**config.mk**
```make
export PLATFORM = sky130hd
export DESIGN_NAME = logic_lamp_bank_flat
export DESIGN_NICKNAME = d
export VERILOG_FILES = /design/src/rtl/wirelog_pkg.sv /design/src/rtl/logic_lamp_bank_if.sv /design/src/rtl/logic_lamp_bank_lamp_cell.sv /design/src/rtl/logic_lamp_bank.sv /design/src/flat_wrapper.sv
export SDC_FILE = /design/constraint.sdc
export NUM_CORES = 1
export LEC_CHECK = 0
export CORE_MARGIN = 5
export CORE_UTILIZATION = 46
export DETAILED_ROUTE_END_ITERATION = 7
export HOLD_SLACK_MARGIN = 0.03
export PLACE_DENSITY = 0.76
export SYNTH_ARGS = -nofsm -noshare
export SYNTH_HDL_FRONTEND = slang
export SYNTH_SLANG_ARGS = --single-unit
```
**constraint.sdc**
```tcl
create_clock -name clk -period 2.4 [get_ports clk]
set_input_delay 0.6 -clock clk [delete_from_list [all_inputs] [get_ports clk]]
set_output_delay 0.6 -clock clk [all_outputs]
set_load 0.02 [all_outputs]
```
**src/rtl/wirelog_pkg.sv**
```systemverilog
// ----------------------------------------------------------------------------
// wirelog_pkg
//   Shared helpers for the wire/lamp logic stages. The lamp bank uses them now,
//   and the output-pulse stage will use them later.
//   clog2   : ceiling log2, usable in localparam expressions
//   sat_add : adds an increment to a value and clamps the result at the
//             all-ones value of the given width (width <= 32)
// ----------------------------------------------------------------------------
package wirelog_pkg;

   function automatic int clog2(input int n);
      int result;
      result = 0;
      while ((1 << result) < n) begin
         result = result + 1;
      end
      return result;
   endfunction

   // The sum is formed one bit wider than either operand, so it cannot wrap
   // before it is compared against the limit.
   function automatic logic [31:0] sat_add(input logic [31:0] value,
                                           input logic [31:0] increment,
                                           input int          width);
      logic [32:0] sum;
      logic [32:0] limit;
      sum   = {1'b0, value} + {1'b0, increment};
      limit = (33'd1 << width) - 33'd1;
      if (sum > limit) begin
         return limit[31:0];
      end
      return sum[31:0];
   endfunction

endpackage

```
**src/rtl/logic_lamp_bank_if.sv**
```systemverilog
// ----------------------------------------------------------------------------
// logic_lamp_bank_if
//   Groups the lamp bank's pulse inputs and its status outputs.
//   trig       : one-cycle wire pulses, bit [i*WIRE_COUNT+j] = wire j hits lamp i
//   hold       : freezes the lamp state and drops pulses that arrive meanwhile
//   lamp       : registered lamp states, which feed the gate input vector
//   changed    : one-cycle pulse when any lamp changed on this edge
//   stable     : no lamp change for at least SETTLE cycles
//   toggle_cnt : saturating count of lamp changes
//   master = pulse source / observer, slave = lamp bank
// ----------------------------------------------------------------------------
interface logic_lamp_bank_if #(
   parameter int LAMP_COUNT = 2,
   parameter int WIRE_COUNT = 2,
   parameter int CNT_WIDTH  = 8
);
   logic [LAMP_COUNT*WIRE_COUNT-1:0] trig;
   logic                             hold;
   logic [LAMP_COUNT-1:0]            lamp;
   logic                             changed;
   logic                             stable;
   logic [CNT_WIDTH-1:0]             toggle_cnt;

   modport master (output trig, hold,
                   input  lamp, changed, stable, toggle_cnt);

   modport slave  (input  trig, hold,
                   output lamp, changed, stable, toggle_cnt);
endinterface

```
**src/rtl/logic_lamp_bank_lamp_cell.sv**
```systemverilog
// ----------------------------------------------------------------------------
// lamp_cell
//   Holds one lamp. The lamp flips when an odd number of its wires pulse in the
//   same cycle and hold is low.
//   clk, logic_reset : clock, synchronous active-high reset (loads INIT)
//   hits             : this lamp's WIRE_COUNT pulse lines
//   hold             : gates off the flip
//   state            : registered lamp value
//   flip             : combinational, 1 when the lamp changes on the next edge
// ----------------------------------------------------------------------------
module lamp_cell #(
   parameter int   WIRE_COUNT = 2,
   parameter logic INIT       = 1'b0
) (
   input  logic                  clk,
   input  logic                  logic_reset,
   input  logic [WIRE_COUNT-1:0] hits,
   input  logic                  hold,
   output logic                  state,
   output logic                  flip
);

   // Parity of the hits: two hits cancel, and three hits act as a single flip.
   assign flip = (^hits) & ~hold;

   // Lamp flop. Reset takes priority over any pulse in the same cycle.
   always_ff @(posedge clk) begin
      if (logic_reset) begin
         state <= INIT;
      end else begin
         state <= state ^ flip;
      end
   end

endmodule

```
**src/rtl/logic_lamp_bank.sv**
```systemverilog
// ----------------------------------------------------------------------------
// logic_lamp_bank
//   Bank of LAMP_COUNT lamps that drives the parallel input of a multi-input
//   gate. It also reports when the lamps move (changed, toggle_cnt) and when
//   they have gone quiet (stable).
//   clk         : single clock, rising edge
//   logic_reset : synchronous active-high reset
//   bus         : logic_lamp_bank_if slave (trig/hold in; lamp, changed,
//                 stable and toggle_cnt out)
// ----------------------------------------------------------------------------
module logic_lamp_bank
   import wirelog_pkg::*;
#(
   parameter int                    LAMP_COUNT = 2,
   parameter int                    WIRE_COUNT = 2,
   parameter logic [LAMP_COUNT-1:0] INIT       = '0,
   parameter int                    SETTLE     = 4,
   parameter int                    CNT_WIDTH  = 8
) (
   input  logic              clk,
   input  logic              logic_reset,
   logic_lamp_bank_if.slave  bus
);

   localparam int POP_W = clog2(LAMP_COUNT) + 1;
   localparam int Q_W   = clog2(SETTLE + 1);

   logic [LAMP_COUNT-1:0] lamp_state;
   logic [LAMP_COUNT-1:0] flip;
   logic [POP_W-1:0]      flip_count;
   logic [Q_W-1:0]        quiet_q;
   logic [Q_W-1:0]        quiet_next;
   logic [CNT_WIDTH-1:0]  cnt_q;
   logic                  changed_q;
   logic                  stable_q;

   // One cell per lamp. Each cell sees only its own slice of the wire vector.
   for (genvar i = 0; i < LAMP_COUNT; i++) begin : g_cell
      lamp_cell #(
         .WIRE_COUNT (WIRE_COUNT),
         .INIT       (INIT[i])
      ) u_cell (
         .clk         (clk),
         .logic_reset (logic_reset),
         .hits        (bus.trig[i*WIRE_COUNT +: WIRE_COUNT]),
         .hold        (bus.hold),
         .state       (lamp_state[i]),
         .flip        (flip[i])
      );
   end

   // Number of lamps that flip on this edge. When several lamps flip together,
   // each one adds to the toggle count.
   always_comb begin
      flip_count = '0;
      for (int i = 0; i < LAMP_COUNT; i++) begin
         flip_count = flip_count + POP_W'(flip[i]);
      end
   end

   // The quiet counter restarts on any flip and saturates at SETTLE. stable is
   // derived from the next value so that it lines up with the lamp update.
   always_comb begin
      quiet_next = quiet_q;
      if (|flip) begin
         quiet_next = '0;
      end else if (quiet_q != Q_W'(SETTLE)) begin
         quiet_next = quiet_q + 1'b1;
      end
   end

   // Status registers. hold only masks the flips, so these keep running and
   // held idle cycles still count toward stable.
   always_ff @(posedge clk) begin
      if (logic_reset) begin
         cnt_q     <= '0;
         changed_q <= 1'b0;
         stable_q  <= 1'b0;
         quiet_q   <= '0;
      end else begin
         cnt_q     <= CNT_WIDTH'(sat_add(32'(cnt_q), 32'(flip_count), CNT_WIDTH));
         changed_q <= |flip;
         stable_q  <= (quiet_next == Q_W'(SETTLE));
         quiet_q   <= quiet_next;
      end
   end

   assign bus.lamp       = lamp_state;
   assign bus.changed    = changed_q;
   assign bus.stable     = stable_q;
   assign bus.toggle_cnt = cnt_q;

endmodule

```
**src/flat_wrapper.sv**
```systemverilog
// flat-port wrapper written by rule: the top's interface ports become plain ports
module logic_lamp_bank_flat import wirelog_pkg::*;
#(
   parameter int                    LAMP_COUNT = 2,
   parameter int                    WIRE_COUNT = 2,
   parameter logic [LAMP_COUNT-1:0] INIT       = '0,
   parameter int                    SETTLE     = 4,
   parameter int                    CNT_WIDTH  = 8
)
  (clk, logic_reset, bus_trig, bus_hold, bus_lamp, bus_changed, bus_stable, bus_toggle_cnt);
  logic_lamp_bank_if #(.LAMP_COUNT(LAMP_COUNT), .WIRE_COUNT(WIRE_COUNT), .CNT_WIDTH(CNT_WIDTH)) bus_i ();
  input  logic clk;
  input  logic logic_reset;
  input wire logic [$bits(bus_i.trig)-1:0] bus_trig;
  input wire logic [$bits(bus_i.hold)-1:0] bus_hold;
  output wire logic [$bits(bus_i.lamp)-1:0] bus_lamp;
  output wire logic [$bits(bus_i.changed)-1:0] bus_changed;
  output wire logic [$bits(bus_i.stable)-1:0] bus_stable;
  output wire logic [$bits(bus_i.toggle_cnt)-1:0] bus_toggle_cnt;
  assign bus_i.trig = bus_trig;
  assign bus_i.hold = bus_hold;
  assign bus_lamp = bus_i.lamp;
  assign bus_changed = bus_i.changed;
  assign bus_stable = bus_i.stable;
  assign bus_toggle_cnt = bus_i.toggle_cnt;
  logic_lamp_bank #(.LAMP_COUNT(LAMP_COUNT), .WIRE_COUNT(WIRE_COUNT), .INIT(INIT), .SETTLE(SETTLE), .CNT_WIDTH(CNT_WIDTH)) u_core (.clk(clk), .logic_reset(logic_reset), .bus(bus_i));
endmodule
```
==> results.sh <==
export IMPL_post_route_period_util_pct=95.3
export IMPL_drive_gt1_share_pct=15.3
export IMPL_status="finished clean"
export IMPL_grt_max_degree=16
export IMPL_min_period_ns=2.29
export IMPL_power_switching_uw=146
export IMPL_arrival_ns=2.50
export IMPL_drtIter0Drc=5
export IMPL_grt_overflow=0
export IMPL_cts_root_buf="clkbuf_4"
export IMPL_antennaDiodeCount=0
export IMPL_pwr_share_clk_pct=27.7
export IMPL_synth_top_area_cell="dfxtp_1"
export IMPL_ys_ff_latch=15
export IMPL_max_freq_mhz=437
export IMPL_io_buffers=18
export IMPL_cts_repair_resized=0
export IMPL_critPathTopFamily="simple AND/OR/NAND/NOR gates"
export IMPL_final_nets=110
export IMPL_fp_dieW_um=49.5
export IMPL_fin_hold_ws_ns=0.491
export IMPL_grt_pass1_vias=615
export IMPL_hold_viol=0
export IMPL_cts_buffers=3
export IMPL_p_sw_share_pct=27.5
export IMPL_start_kind="primary input"
export IMPL_clockBufferDepth=2
export IMPL_maxCapViolCount=0
export IMPL_drt_pass1_iterations=4
export IMPL_multi_input_area_um2=387
export IMPL_rsz0062_at_grt="no"
export IMPL_finalWirelength_mm=1.47
export IMPL_ctsHoldBuffers=0
export IMPL_p_total_uw=530
export IMPL_cts_setup_buffers=0
export IMPL_grt_pass1_wl_mm=2.59
export IMPL_drc=0
export IMPL_cts_tree="yes"
export IMPL_synthToLayoutAreaGrowth_pct=34.2
export IMPL_ys_seq_area_share_pct=41.9
export IMPL_cp_num_buf_inv=1
export IMPL_synth_top_area_share_pct=41.9
export IMPL_ys_types=27
export IMPL_p_comb_share_pct=20.4
export IMPL_dp_hpwl_mm=1.12
export IMPL_num_vias=614
export IMPL_yosysWarnings=0
export IMPL_worst_setup_path_type="primary input to register"
export IMPL_synthTopCellsByArea="dfxtp_1 (42%), a21oi_1 (5.6%), ha_1 (5.2%), xnor2_1 (4.9%), a31oi_1 (3.5%)"
export IMPL_wl_per_cell_um=12.9
export IMPL_dieArea_um2=2450
export IMPL_syn_nets=87
export IMPL_seqPwrFrac_pct=51.9
export IMPL_setup_viol=0
export IMPL_critical_path_endpoint_type="register"
export IMPL_track_usage_pct=13.7
export IMPL_path_cells="clkdlybuf4s50_1, xnor2_2, nor2_1, fa_2, ha_1, and3_1, and4_1, nor3_2"
export IMPL_ys_async_sr_fraction_pct=0
export IMPL_antenna_found_initial=0
export IMPL_p_int_uw=384
export IMPL_register_area_um2=300
export IMPL_numClockSinks=15
export IMPL_required_ns=2.62
export IMPL_finClkSkew_ns=0.00256
export IMPL_path_clk_slew_ns=0.09
export IMPL_gp_congestion=0.690
export IMPL_drtAntennaViolNets=0
export IMPL_viasPerCell=5.39
export IMPL_core_rowCount=14
export IMPL_final_util_pct=64.6
export IMPL_worst_pin_slew_ns=0.571
export IMPL_slew_violations=0
export IMPL_syn_inst=76
export IMPL_syn_avg_cell_area_um2=9.43
export IMPL_fill_cells=141
export IMPL_die_h_um=49.5
export IMPL_critPathSlowestCell="clkdlybuf4s50_1"
export IMPL_hold_path_class="register to register"
export IMPL_initial_utilization_pct=48.2
export IMPL_p_per_area_nw_per_um2=551
export IMPL_synth_area_um2=717
export IMPL_ir_worst_vdd_mv=0.332
export IMPL_crit_path_max_fanout=6
export IMPL_pin_count=19
export IMPL_synthFlopType="dfxtp_1"
export IMPL_finalSetupTns_ns=0
export IMPL_cellLeakagePower_uw=0.000360
export IMPL_core_um2=1490
export IMPL_clock_latency_ns=0.29
export IMPL_synth_edf_count=0
export IMPL_htreeDepth=1
export IMPL_critPathMaxStageDelay_ns=0.50
export IMPL_max_slew_margin_pct=61.8
-- layout make-up --
class                   count  area share (%)
multi-input cells          52            40.2
flip-flops and latches     15            31.2
repair buffers             22            21.8
clock buffers               4            2.73
well taps                  16            2.08
inverters                   5            1.95
-- power by group through the flow --
stage / Sequential (uW) / Clock [uW] / Combinational [uW]
floorplan: 289 / 0 / 50.8
global placement: 280 / 0 / 103
detailed placement: 281 / 0 / 107
CTS: 275 / 154 / 107
global route: 278 / 164 / 118
finish: 275 / 147 / 108
-- cells by family after synthesis --
kind of cell / synth area share, %
AOI/OAI and AO/OA: 17.5
xor gates and xnor gates: 4.89
adders and majority gates: 8.03
buffers and inverters: 6.28
DFF: 41.9
and+or+nand+nor: 21.5
-- worst min-delay path, delay by kind of cell (launching register included) --
| kind | cells | cell delay [ns] |
|---|---|---|
| AO/OA/AOI/OAI | 2 | 0.13 |
| flip-flops | 1 | 0.33 |
-- synthesized netlist by cell type, types with 2 or more instances --
master and instances:
nand2_1 3, nand3b_1 2, a21oi_1 8, buf_4 3
inv_1 5, nor3_1 3, and3_1 2, or3_1 3
o21ai_0 4, dfxtp_1 15, ha_1 3, xnor2_1 4
a31oi_1 4, nor2_1 2, nor2b_1 3
-- metrics by stage --
step	worst slack [ns]	instance area [um2]	cells
after floorplan	0.145	717	76
after global placement	-0.206	921	110
after detailed placement	-0.278	921	110
after CTS	0.0275	947	114
after global routing	0.0354	962	114
final	0.114	962	114
-- worst paths after layout --
check	from	to	slack, ns	cells after the start
max reg2reg	u_core.bus.toggle_cnt[0]	u_core.bus.toggle_cnt[6]	0.78	5
min reg2reg	u_core.g_cell[0].u_cell.state	u_core.g_cell[0].u_cell.state	0.49	2
min	u_core.g_cell[0].u_cell.state	u_core.g_cell[0].u_cell.state	0.49	2
max	bus_trig[3]	u_core.bus.toggle_cnt[6]	0.11	8
-- per-layer routing --
layer  track usage [%]  wire [um]  vias up
li1                  -          -      316
met1              15.8        598      283
met2              20.8        766       10
met3              4.52         59        5
met4              10.0         48        0
met5                 0          0        -
-- sequential cells by signal, summed over array words and instances, names as in the netlist --
signal and count:
u_core.g_cell.u_cell.state 2, u_core.bus.changed 1, u_core.quiet_q 3, u_core.bus.stable 1, u_core.bus.toggle_cnt 8
-- cells in the final DEF, fill, tap and decap left out, types with 2 or more instances in the layout --
master,instances
dfxtp_1,15
o21ai_0,4
xnor2_1,3
a21oi_1,8
clkdlybuf4s50_1,18
inv_1,5
and3_1,2
ha_1,3
nand2_1,3
nor2_1,2
a31oi_1,4
or3_1,3
nand3b_1,2
clkbuf_4,3
nor3_1,2
nor2b_1,3
buf_4,4
Note: power is estimated with default switching activity, not from simulation.
